==> config.mk <==
export PLATFORM = sky130hd
export DESIGN_NAME = cpm_topk_serializer_flat
export DESIGN_NICKNAME = d
export VERILOG_FILES = /design/src/rtl/cpm_topk_serializer_if.sv /design/src/rtl/cpm_topk_serializer.sv /design/src/flat_wrapper.sv
export SDC_FILE = /design/constraint.sdc
export NUM_CORES = 1
export LEC_CHECK = 0
export CORE_MARGIN = 4
export CORE_UTILIZATION = 51
export DETAILED_ROUTE_END_ITERATION = 6
export GPL_TIMING_DRIVEN = 0
export PLACE_DENSITY = 0.81
export SKIP_CTS_REPAIR_TIMING = 1
export SYNTH_ARGS = -nofsm -noshare
export SYNTH_HDL_FRONTEND = slang
export SYNTH_SLANG_ARGS = --single-unit
export TNS_END_PERCENT = 100
==> constraint.sdc <==
create_clock -name clk -period 3.9 [get_ports clk]
set_clock_uncertainty 0.05 [all_clocks]
set_input_delay 0.78 -clock clk [delete_from_list [all_inputs] [get_ports clk]]
set_output_delay 0.78 -clock clk [all_outputs]
set_load 0.1 [all_outputs]
==> src/rtl/cpm_topk_serializer_if.sv <==
// Bus bundle between the top-K sorter, the serializer and the downstream CPM result path.
// The slave modport is the serializer's view; master is the surrounding environment.
interface cpm_topk_serializer_if #(
    parameter int unsigned DATA_DW = 8,
    parameter int unsigned INFO_DW = 8,
    parameter int unsigned SORT_DW = 32,
    parameter int unsigned SORT_AW = $clog2(SORT_DW)
);
    logic                       clear;
    logic                       TOPK_DAT_VLD;
    logic                       TOPK_DAT_RDY;
    logic [SORT_DW*DATA_DW-1:0] TOPK_DAT_DAT;
    logic [SORT_DW*INFO_DW-1:0] TOPK_DAT_INF;
    logic [SORT_AW:0]           CFG_NUM;
    logic                       OUT_DAT_VLD;
    logic                       OUT_DAT_RDY;
    logic                       OUT_DAT_LST;
    logic [DATA_DW-1:0]         OUT_DAT_DAT;
    logic [INFO_DW-1:0]         OUT_DAT_INF;
    logic [SORT_AW-1:0]         OUT_DAT_IDX;
    logic                       BUSY;

    modport slave (
        input  clear, TOPK_DAT_VLD, TOPK_DAT_DAT, TOPK_DAT_INF, CFG_NUM, OUT_DAT_RDY,
        output TOPK_DAT_RDY, OUT_DAT_VLD, OUT_DAT_LST, OUT_DAT_DAT, OUT_DAT_INF,
               OUT_DAT_IDX, BUSY
    );

    modport master (
        output clear, TOPK_DAT_VLD, TOPK_DAT_DAT, TOPK_DAT_INF, CFG_NUM, OUT_DAT_RDY,
        input  TOPK_DAT_RDY, OUT_DAT_VLD, OUT_DAT_LST, OUT_DAT_DAT, OUT_DAT_INF,
               OUT_DAT_IDX, BUSY
    );
endinterface

==> src/rtl/cpm_topk_serializer.sv <==
// Captures a parallel top-K result into a shadow buffer and streams the first CFG_NUM
// entries out one per beat; every output is a register, so there is no input-to-output path.
module cpm_topk_serializer #(
    parameter int unsigned DATA_DW = 8,
    parameter int unsigned INFO_DW = 8,
    parameter int unsigned SORT_DW = 32,
    parameter int unsigned SORT_AW = $clog2(SORT_DW)
) (
    input  logic                  clk,
    input  logic                  rst_n,
    cpm_topk_serializer_if.slave  bus
);
    localparam int unsigned NUM_W = SORT_AW + 1;

    typedef enum logic {IDLE = 1'b0, SEND = 1'b1} state_t;

    state_t             state;
    logic               armed;
    logic [SORT_AW-1:0] cnt;
    logic [NUM_W-1:0]   num;
    logic [DATA_DW-1:0] sh_dat [SORT_DW];
    logic [INFO_DW-1:0] sh_inf [SORT_DW];

    logic               rdy_q;
    logic               vld_q;
    logic               lst_q;
    logic [DATA_DW-1:0] dat_q;
    logic [INFO_DW-1:0] inf_q;
    logic [SORT_AW-1:0] idx_q;
    logic               busy_q;

    logic               cap_c;
    logic               hs_c;
    logic               armed_nxt_c;
    logic [NUM_W-1:0]   num_sel_c;
    logic [SORT_AW-1:0] cnt_nxt_c;
    logic               lst_nxt_c;

    assign bus.TOPK_DAT_RDY = rdy_q;
    assign bus.OUT_DAT_VLD  = vld_q;
    assign bus.OUT_DAT_LST  = lst_q;
    assign bus.OUT_DAT_DAT  = dat_q;
    assign bus.OUT_DAT_INF  = inf_q;
    assign bus.OUT_DAT_IDX  = idx_q;
    assign bus.BUSY         = busy_q;

    // Handshakes, frame length clamp and the re-arm rule for the level-sticky valid.
    always_comb begin
        cap_c       = bus.TOPK_DAT_VLD && rdy_q;
        hs_c        = vld_q && bus.OUT_DAT_RDY;
        armed_nxt_c = armed;
        if (cap_c) begin
            armed_nxt_c = 1'b0;
        end else if (!bus.TOPK_DAT_VLD) begin
            armed_nxt_c = 1'b1;
        end
        num_sel_c = bus.CFG_NUM;
        if (bus.CFG_NUM == NUM_W'(0) || bus.CFG_NUM > NUM_W'(SORT_DW)) begin
            num_sel_c = NUM_W'(SORT_DW);
        end
        cnt_nxt_c = cnt + SORT_AW'(1);
        lst_nxt_c = (NUM_W'(cnt_nxt_c) + NUM_W'(1)) == num;
    end

    always_ff @(posedge clk or negedge rst_n) begin
        if (!rst_n) begin
            state  <= IDLE;
            armed  <= 1'b0;
            cnt    <= '0;
            num    <= '0;
            rdy_q  <= 1'b0;
            vld_q  <= 1'b0;
            lst_q  <= 1'b0;
            dat_q  <= '0;
            inf_q  <= '0;
            idx_q  <= '0;
            busy_q <= 1'b0;
            for (int unsigned i = 0; i < SORT_DW; i++) begin
                sh_dat[i] <= '0;
                sh_inf[i] <= '0;
            end
        end else if (bus.clear) begin
            state  <= IDLE;
            armed  <= 1'b0;
            cnt    <= '0;
            rdy_q  <= 1'b0;
            vld_q  <= 1'b0;
            lst_q  <= 1'b0;
            dat_q  <= '0;
            inf_q  <= '0;
            idx_q  <= '0;
            busy_q <= 1'b0;
            for (int unsigned i = 0; i < SORT_DW; i++) begin
                sh_dat[i] <= '0;
                sh_inf[i] <= '0;
            end
        end else begin
            armed <= armed_nxt_c;
            case (state)
                IDLE: begin
                    rdy_q <= armed_nxt_c;
                    if (cap_c) begin
                        // First beat is presented straight from the capture, no bubble.
                        state  <= SEND;
                        num    <= num_sel_c;
                        cnt    <= '0;
                        rdy_q  <= 1'b0;
                        vld_q  <= 1'b1;
                        lst_q  <= (num_sel_c == NUM_W'(1));
                        dat_q  <= bus.TOPK_DAT_DAT[DATA_DW-1:0];
                        inf_q  <= bus.TOPK_DAT_INF[INFO_DW-1:0];
                        idx_q  <= '0;
                        busy_q <= 1'b1;
                        for (int unsigned i = 0; i < SORT_DW; i++) begin
                            sh_dat[i] <= bus.TOPK_DAT_DAT[i*DATA_DW +: DATA_DW];
                            sh_inf[i] <= bus.TOPK_DAT_INF[i*INFO_DW +: INFO_DW];
                        end
                    end
                end
                SEND: begin
                    if (hs_c && lst_q) begin
                        state  <= IDLE;
                        cnt    <= '0;
                        rdy_q  <= armed_nxt_c;
                        vld_q  <= 1'b0;
                        lst_q  <= 1'b0;
                        dat_q  <= '0;
                        inf_q  <= '0;
                        idx_q  <= '0;
                        busy_q <= 1'b0;
                    end else if (hs_c) begin
                        cnt   <= cnt_nxt_c;
                        lst_q <= lst_nxt_c;
                        dat_q <= sh_dat[cnt_nxt_c];
                        inf_q <= sh_inf[cnt_nxt_c];
                        idx_q <= cnt_nxt_c;
                    end
                end
                default: state <= IDLE;
            endcase
        end
    end
endmodule

==> src/flat_wrapper.sv <==
// flat-port wrapper written by rule: the top's interface ports become plain ports
module cpm_topk_serializer_flat 
#(
    parameter int unsigned DATA_DW = 8,
    parameter int unsigned INFO_DW = 8,
    parameter int unsigned SORT_DW = 32,
    parameter int unsigned SORT_AW = $clog2(SORT_DW)
)
  (clk, rst_n, bus_clear, bus_TOPK_DAT_VLD, bus_TOPK_DAT_DAT, bus_TOPK_DAT_INF, bus_CFG_NUM, bus_OUT_DAT_RDY, bus_TOPK_DAT_RDY, bus_OUT_DAT_VLD, bus_OUT_DAT_LST, bus_OUT_DAT_DAT, bus_OUT_DAT_INF, bus_OUT_DAT_IDX, bus_BUSY);
  cpm_topk_serializer_if #(.DATA_DW(DATA_DW), .INFO_DW(INFO_DW), .SORT_DW(SORT_DW), .SORT_AW(SORT_AW)) bus_i ();
  input  logic clk;
  input  logic rst_n;
  input wire logic [$bits(bus_i.clear)-1:0] bus_clear;
  input wire logic [$bits(bus_i.TOPK_DAT_VLD)-1:0] bus_TOPK_DAT_VLD;
  input wire logic [$bits(bus_i.TOPK_DAT_DAT)-1:0] bus_TOPK_DAT_DAT;
  input wire logic [$bits(bus_i.TOPK_DAT_INF)-1:0] bus_TOPK_DAT_INF;
  input wire logic [$bits(bus_i.CFG_NUM)-1:0] bus_CFG_NUM;
  input wire logic [$bits(bus_i.OUT_DAT_RDY)-1:0] bus_OUT_DAT_RDY;
  output wire logic [$bits(bus_i.TOPK_DAT_RDY)-1:0] bus_TOPK_DAT_RDY;
  output wire logic [$bits(bus_i.OUT_DAT_VLD)-1:0] bus_OUT_DAT_VLD;
  output wire logic [$bits(bus_i.OUT_DAT_LST)-1:0] bus_OUT_DAT_LST;
  output wire logic [$bits(bus_i.OUT_DAT_DAT)-1:0] bus_OUT_DAT_DAT;
  output wire logic [$bits(bus_i.OUT_DAT_INF)-1:0] bus_OUT_DAT_INF;
  output wire logic [$bits(bus_i.OUT_DAT_IDX)-1:0] bus_OUT_DAT_IDX;
  output wire logic [$bits(bus_i.BUSY)-1:0] bus_BUSY;
  assign bus_i.clear = bus_clear;
  assign bus_i.TOPK_DAT_VLD = bus_TOPK_DAT_VLD;
  assign bus_i.TOPK_DAT_DAT = bus_TOPK_DAT_DAT;
  assign bus_i.TOPK_DAT_INF = bus_TOPK_DAT_INF;
  assign bus_i.CFG_NUM = bus_CFG_NUM;
  assign bus_i.OUT_DAT_RDY = bus_OUT_DAT_RDY;
  assign bus_TOPK_DAT_RDY = bus_i.TOPK_DAT_RDY;
  assign bus_OUT_DAT_VLD = bus_i.OUT_DAT_VLD;
  assign bus_OUT_DAT_LST = bus_i.OUT_DAT_LST;
  assign bus_OUT_DAT_DAT = bus_i.OUT_DAT_DAT;
  assign bus_OUT_DAT_INF = bus_i.OUT_DAT_INF;
  assign bus_OUT_DAT_IDX = bus_i.OUT_DAT_IDX;
  assign bus_BUSY = bus_i.BUSY;
  cpm_topk_serializer #(.DATA_DW(DATA_DW), .INFO_DW(INFO_DW), .SORT_DW(SORT_DW), .SORT_AW(SORT_AW)) u_core (.clk(clk), .rst_n(rst_n), .bus(bus_i));
endmodule
==> Yosys cells after proc, flatten, opt, wreduce, memory -nomap -nowiden <==
Index checks and enable logic that the tools add are counted.
{ "classes": {"n_lt_le_gt_ge": 2, "mul": 0, "n_div": 0, "bitwise": 3, "n_eq_ne": 6, "n_shift": 0, "reduce_logical": 10, "muxes": 48, "addsub": 2} }
{ "ops": {"columns": ["op", "n"], "rows": [
  ["2-to-1 mux 256 bit", 6],
  ["2-to-1 mux 8 bit", 12],
  ["binary-select mux 8 bit (select 5 bit)", 2],
  ["one-hot mux 8 bit (2 select lines)", 2],
  ["2-to-1 mux 5 bit", 4],
  ["2-to-1 mux 1 bit", 16],
  ["one-hot mux 5 bit (2 select lines)", 1],
  ["one-hot mux 1 bit (2 select lines)", 4],
  ["adder 5 x 1 -> 6 bit, second input constant", 1],
  ["== test 6 x 1 -> 1 bit, second input constant", 1],
  ["== test 6 bit", 1],
  [">= comparator 6 bit, second input constant", 1],
  ["> comparator 6 bit, second input constant", 1],
  ["zero test 6 bit", 1],
  ["2-to-1 mux 6 bit", 1],
  ["inverter 5 -> 6 bit", 1],
  ["AND reduction 2 bit", 3],
  ["adder 5 x 1 -> 5 bit, second input constant", 1],
  ["inequality test 4 bit, second input constant", 1],
  ["logical AND 1 bit", 3],
  ["inequality test 3 x 2 -> 1 bit, second input constant", 1],
  ["inequality test 3 bit, second input constant", 1],
  ["AND reduction 3 bit", 1],
  ["inequality test 2 bit, second input constant", 1],
  ["other kinds (3)", 4]
]} }
{ "word_totals": {"mem_bits_ro": 0, "memories": 0, "in_bits": 523, "regBits": 544, "latch_bits": 0, "wordCells": 144, "ramBits": 0} }

==> Longest topological paths before layout <==
{ "logic_depth": {"word_depth": 9, "ltp_mapped": 11} }

==> Worst setup path after synthesis <==
No wires, ideal clock.
{ "synth_timing": {"path_kind": "reg-to-reg", "from": "register, netlist name u_core.bus.OUT_DAT_IDX[0]", "to": "register u_core.inf_q[6] (netlist: u_core.bus.OUT_DAT_INF[6])", "path_slack_ns": 0.486, "setup_time_ns": 0.126, "path_stages_with_launch": 11, "path_buffers": 4, "synth_period_minus_slack_ns": 3.414, "t_arrival_ns": 3.238, "required_ns": 3.724, "cell_sequence": "dfrtp_1 > buf_4 > buf_4 > inv_2 > ha_1 > clkbuf_1 > clkbuf_1 > mux4_2 > nand2_1 > a21oi_1 > o32a_1"} }
{ "synth_lines": {"columns": ["item", "line", "source"], "rows": [
  ["end signal: assignment", "cpm_topk_serializer.sv:111", "inf_q <= bus.TOPK_DAT_INF[INFO_DW-1:0];"],
  ["end signal: assignment", "cpm_topk_serializer.sv:135", "inf_q <= sh_inf[cnt_nxt_c];"],
  ["end: declaration", "cpm_topk_serializer.sv:28", "logic [INFO_DW-1:0] inf_q;"]
]} }

==> Worst setup path after layout <==
{ "layout_timing": {"from": "input bus_TOPK_DAT_VLD", "to": "register u_core.sh_dat[61] in the netlist's numbering"} }
{ "layout_via": {"elab_chain_len": 3} }
{ "layout_rtl": {"columns": ["item", "line", "source"], "rows": [
  ["start: declaration", "flat_wrapper.sv:14", "input wire logic [$bits(bus_i.TOPK_DAT_VLD)-1:0] bus_TOPK_DAT_VLD;"],
  ["logical AND 1 bit", "cpm_topk_serializer.sv:49", "cap_c = bus.TOPK_DAT_VLD && rdy_q;"],
  ["nonzero test 2 bit (no line)", null, null],
  ["AND reduction 2 bit (no line)", null, null],
  ["end signal: indexed assignment", "cpm_topk_serializer.sv:115", "sh_dat[i] <= bus.TOPK_DAT_DAT[i*DATA_DW +: DATA_DW];"],
  ["end: declaration", "cpm_topk_serializer.sv:21", "logic [DATA_DW-1:0] sh_dat [SORT_DW];"]
]} }
Every way passes these cells.
A chain may end at the register's enable or synchronous reset.

==> run summary <==
Status - completed
Filler cells - 3200
# setup viols final - 0
Slowest cell on crit path - nor2_1
CTS root buf - clkbuf_16
Num CTS Buffers - 56
Pre-CTS setup slack - -0.351 ns
CP cell instances - clkdlybuf4s50_1 > nand2_1 > nor2_1 > nor2_1 > clkbuf_1 > clkbuf_1 > a22o_1
Cell Area, Synth - 23800 sq um
#FFs+latches synth - 544
Total track usage - 37.0%
Crit share post-route - 99.0%
Leak Pwr - 14.0 nW
Min cycle time layout - 3.86 ns
Clock network power share - 41.3%
Placed cell areas - 30100 sq um
Final #Nets - 2995
Critical path arrival - 4.35 ns
Critical Path RT - 4.39 ns
Placed cell count - 3012
Net Sw Power - 3.72 mW
Internal Pwr Total - 10.3 mW
Peak supply drop - 0.525 mV
Crit path largest cell delay - 1.07 ns
CP Capture Type - flop
Initial Util - 52.0%
Skew-Pair Late Insertion Delay - 0.61 ns
Slew HR - 4.44%
Gp weighted congestion - 0.975
Met3 usage - 10.4%
CTS tree - yes
Commonest non-fill, non-tap cell in the layout - clkdlybuf4s50_1
Cell Pwr Density - 436 nW/um^2
Vias per std cell - 6.61
Global-route track usage on met1 - 48.3%
Die Span X - 224 microns
Synth async-reset ratio - 100%
Hold WS - 0.0699 ns
Non-filler cells, final - 3138
Post-synthesis sequential area ratio - 57.2%
Num rows - 78
Cell variety after synth - 54
PortBufs - 546
Final Cell Area - 32200 sq um
Largest net degree at the start of global routing - 128
Clk buf depth - 3
Final setup margin - 0.0408 ns
Vias - 20.8k
Detail Placement HPWL - 71100 microns
Yosys warnings - 0
First-pass GRT wire length - 139000 microns
IO Pins - 548
WL/cell - 30.2 microns
Syn_area_per_cell - 12.8 sq um
CTS clk-pin slew, worst paths - 0.06 ns
Multi-input logic area - 9380 sq um
Final hold violation count - 0
Net Sw Frac - 26.5%
Fmax - 259 MHz
Max FO, Critical Path - 10
Hold WC Path Type - in2async
Setup TNS - 0 ns
Residual DRC - 0
Number of clock sinks - 544
Initial antenna violation count - 34
Initial DRC count - 2683
Synth Flop Type - dfrtp_1
Drt pass-1 iters - 6
ANT nets after route - 0
Fin util - 70.3%
Gate power share - 15.0%
Fin. max-slew vios - 0
Busiest grt layer - met2
Sequential cell fraction of total power - 43.7%
H-tree Lvls - 2
Most frequent cells in the layout - clkdlybuf4s50_1, dfrtp_1, a22o_1
Crit path kind - in2reg
CP Launch Type - input pin
Mapped Cells - 1862
EDFF count, synth - 0
RSZ-0062 raised after global routing - no
Syn_nets - 2387
Number of global-route vias before repair - 21.4k
Area Growth Syn to Fin - 35.2%
Max cap viols - 0
DIE HEIGHT - 224 microns
Power Total - 14.0 mW
Core Area - 45800 sq um
Slew @ Worst Pin - 1.43 ns
Final WL - 94900 microns
Register area - 13600 sq um
Met2 Track Usage GR - 58.1%
Die ar. - 50200 sq um
GRT overflow - 0
Share of cells above drive strength 1 - 9.10%
[flip-flops by register name (all words and copies together), names as in the netlist]
name	cells
u_core.armed	1
u_core.bus.OUT_DAT_DAT	8
u_core.bus.OUT_DAT_IDX	5
u_core.bus.OUT_DAT_INF	8
u_core.bus.OUT_DAT_LST	1
u_core.bus.OUT_DAT_VLD	1
u_core.bus.TOPK_DAT_RDY	1
u_core.num	6
u_core.sh_dat	256
u_core.sh_inf	256
u_core.state	1
[Yosys cell counts, types with 2 or more instances]
library cell | count | area [sq um]
nor3_1 | 5 | 25.0
dfrtp_1 | 544 | 13600
o31ai_1 | 3 | 22.5
xnor2_1 | 4 | 35.0
nand3b_1 | 4 | 30.0
a21o_1 | 3 | 22.5
a32o_1 | 15 | 150
o32a_1 | 16 | 160
a22o_1 | 513 | 4490
buf_2 | 35 | 175
nand2b_1 | 5 | 31.3
a21oi_1 | 25 | 125
ha_1 | 2 | 25.0
mux4_2 | 64 | 1440
mux2i_1 | 77 | 771
buf_1 | 12 | 45.0
clkbuf_1 | 128 | 480
nor2_1 | 25 | 93.8
nand4_1 | 2 | 12.5
a31oi_2 | 2 | 25.0
buf_4 | 12 | 90.1
xor2_1 | 3 | 26.3
a32oi_1 | 46 | 403
nand2_1 | 208 | 781
o2111ai_1 | 15 | 131
nor4_1 | 4 | 25.0
o21ai_1 | 15 | 75.1
o21ai_0 | 9 | 45.0
nand4b_1 | 2 | 17.5
nand3_1 | 40 | 200
[path summary, 6_finish.rpt]
kind / slack, ns / startpoint / endpoint / cells past startpoint
max: 0.04 / bus_TOPK_DAT_VLD / u_core.sh_dat[61]$_DFFE_PN0P_ / 7
min: 0.07 / rst_n / u_core.sh_dat[137]$_DFFE_PN0P_ / 1
max reg2reg: 0.23 / u_core.bus.TOPK_DAT_RDY$_DFFE_PN0P_ / u_core.sh_dat[61]$_DFFE_PN0P_ / 6
min reg2reg: 0.44 / u_core.sh_inf[67]$_DFFE_PN0P_ / u_core.sh_inf[67]$_DFFE_PN0P_ / 1
max in group asynchronous: 2.16 / rst_n / u_core.sh_dat[44]$_DFFE_PN0P_ / 3
min in group clk: 0.41 / bus_clear / u_core.armed$_DFF_PN0_ / 2
[cells by family after synthesis]
logic type               after synthesis  synth area share, %
AO/OA/AOI/OAI                        671                 24.1
flip-flops                           544                 57.2
AND/OR/NAND/NOR                      305                 5.41
buffers and inverters                189                 3.39
multiplexers                         142                 9.35
XOR/XNOR                               9                0.442
adder cells (fa/ha/maj)                2                0.105
[metal layers]
metal | vias up | routed length (microns)
met5 | - | 177
met4 | 26 | 4790
met3 | 277 | 10100
met2 | 1404 | 44400
met1 | 10600 | 35500
li1 | 8496 | -
[cell type report]
cell class | count | share of cell area (%)
Clock buffer | 79 | 5.06
Inverter | 1 | 0.0117
Timing Repair Buffer | 550 | 17.3
Antenna cell | 22 | 0.171
Tap cell | 600 | 2.33
Multi-Input combinational cell | 1129 | 29.2
Buffer | 188 | 2.51
Sequential cell | 544 | 42.3
Clock inverter | 25 | 1.10
[worst max-delay path: cells and delay by family]
family                 cells  cell delay [ns]
AND/OR/NAND/NOR            3             1.27
buffers and inverters      3             2.05
AO/OA/AOI/OAI              1             0.23
[power groups by stage]
stage / Clock, mW / Sequential (mW) / Combinational [mW]
2_1_floorplan: 0 / 6.34 / 0.746
4_1_cts: 5.80 / 6.12 / 2.08
3_5_place_dp: 0 / 6.22 / 2.07
6_report: 5.79 / 6.13 / 2.10
3_3_place_gp: 0 / 6.22 / 2.03
5_1_grt: 6.04 / 6.15 / 2.21
No activity file was read; power rests on OpenSTA's default activity.
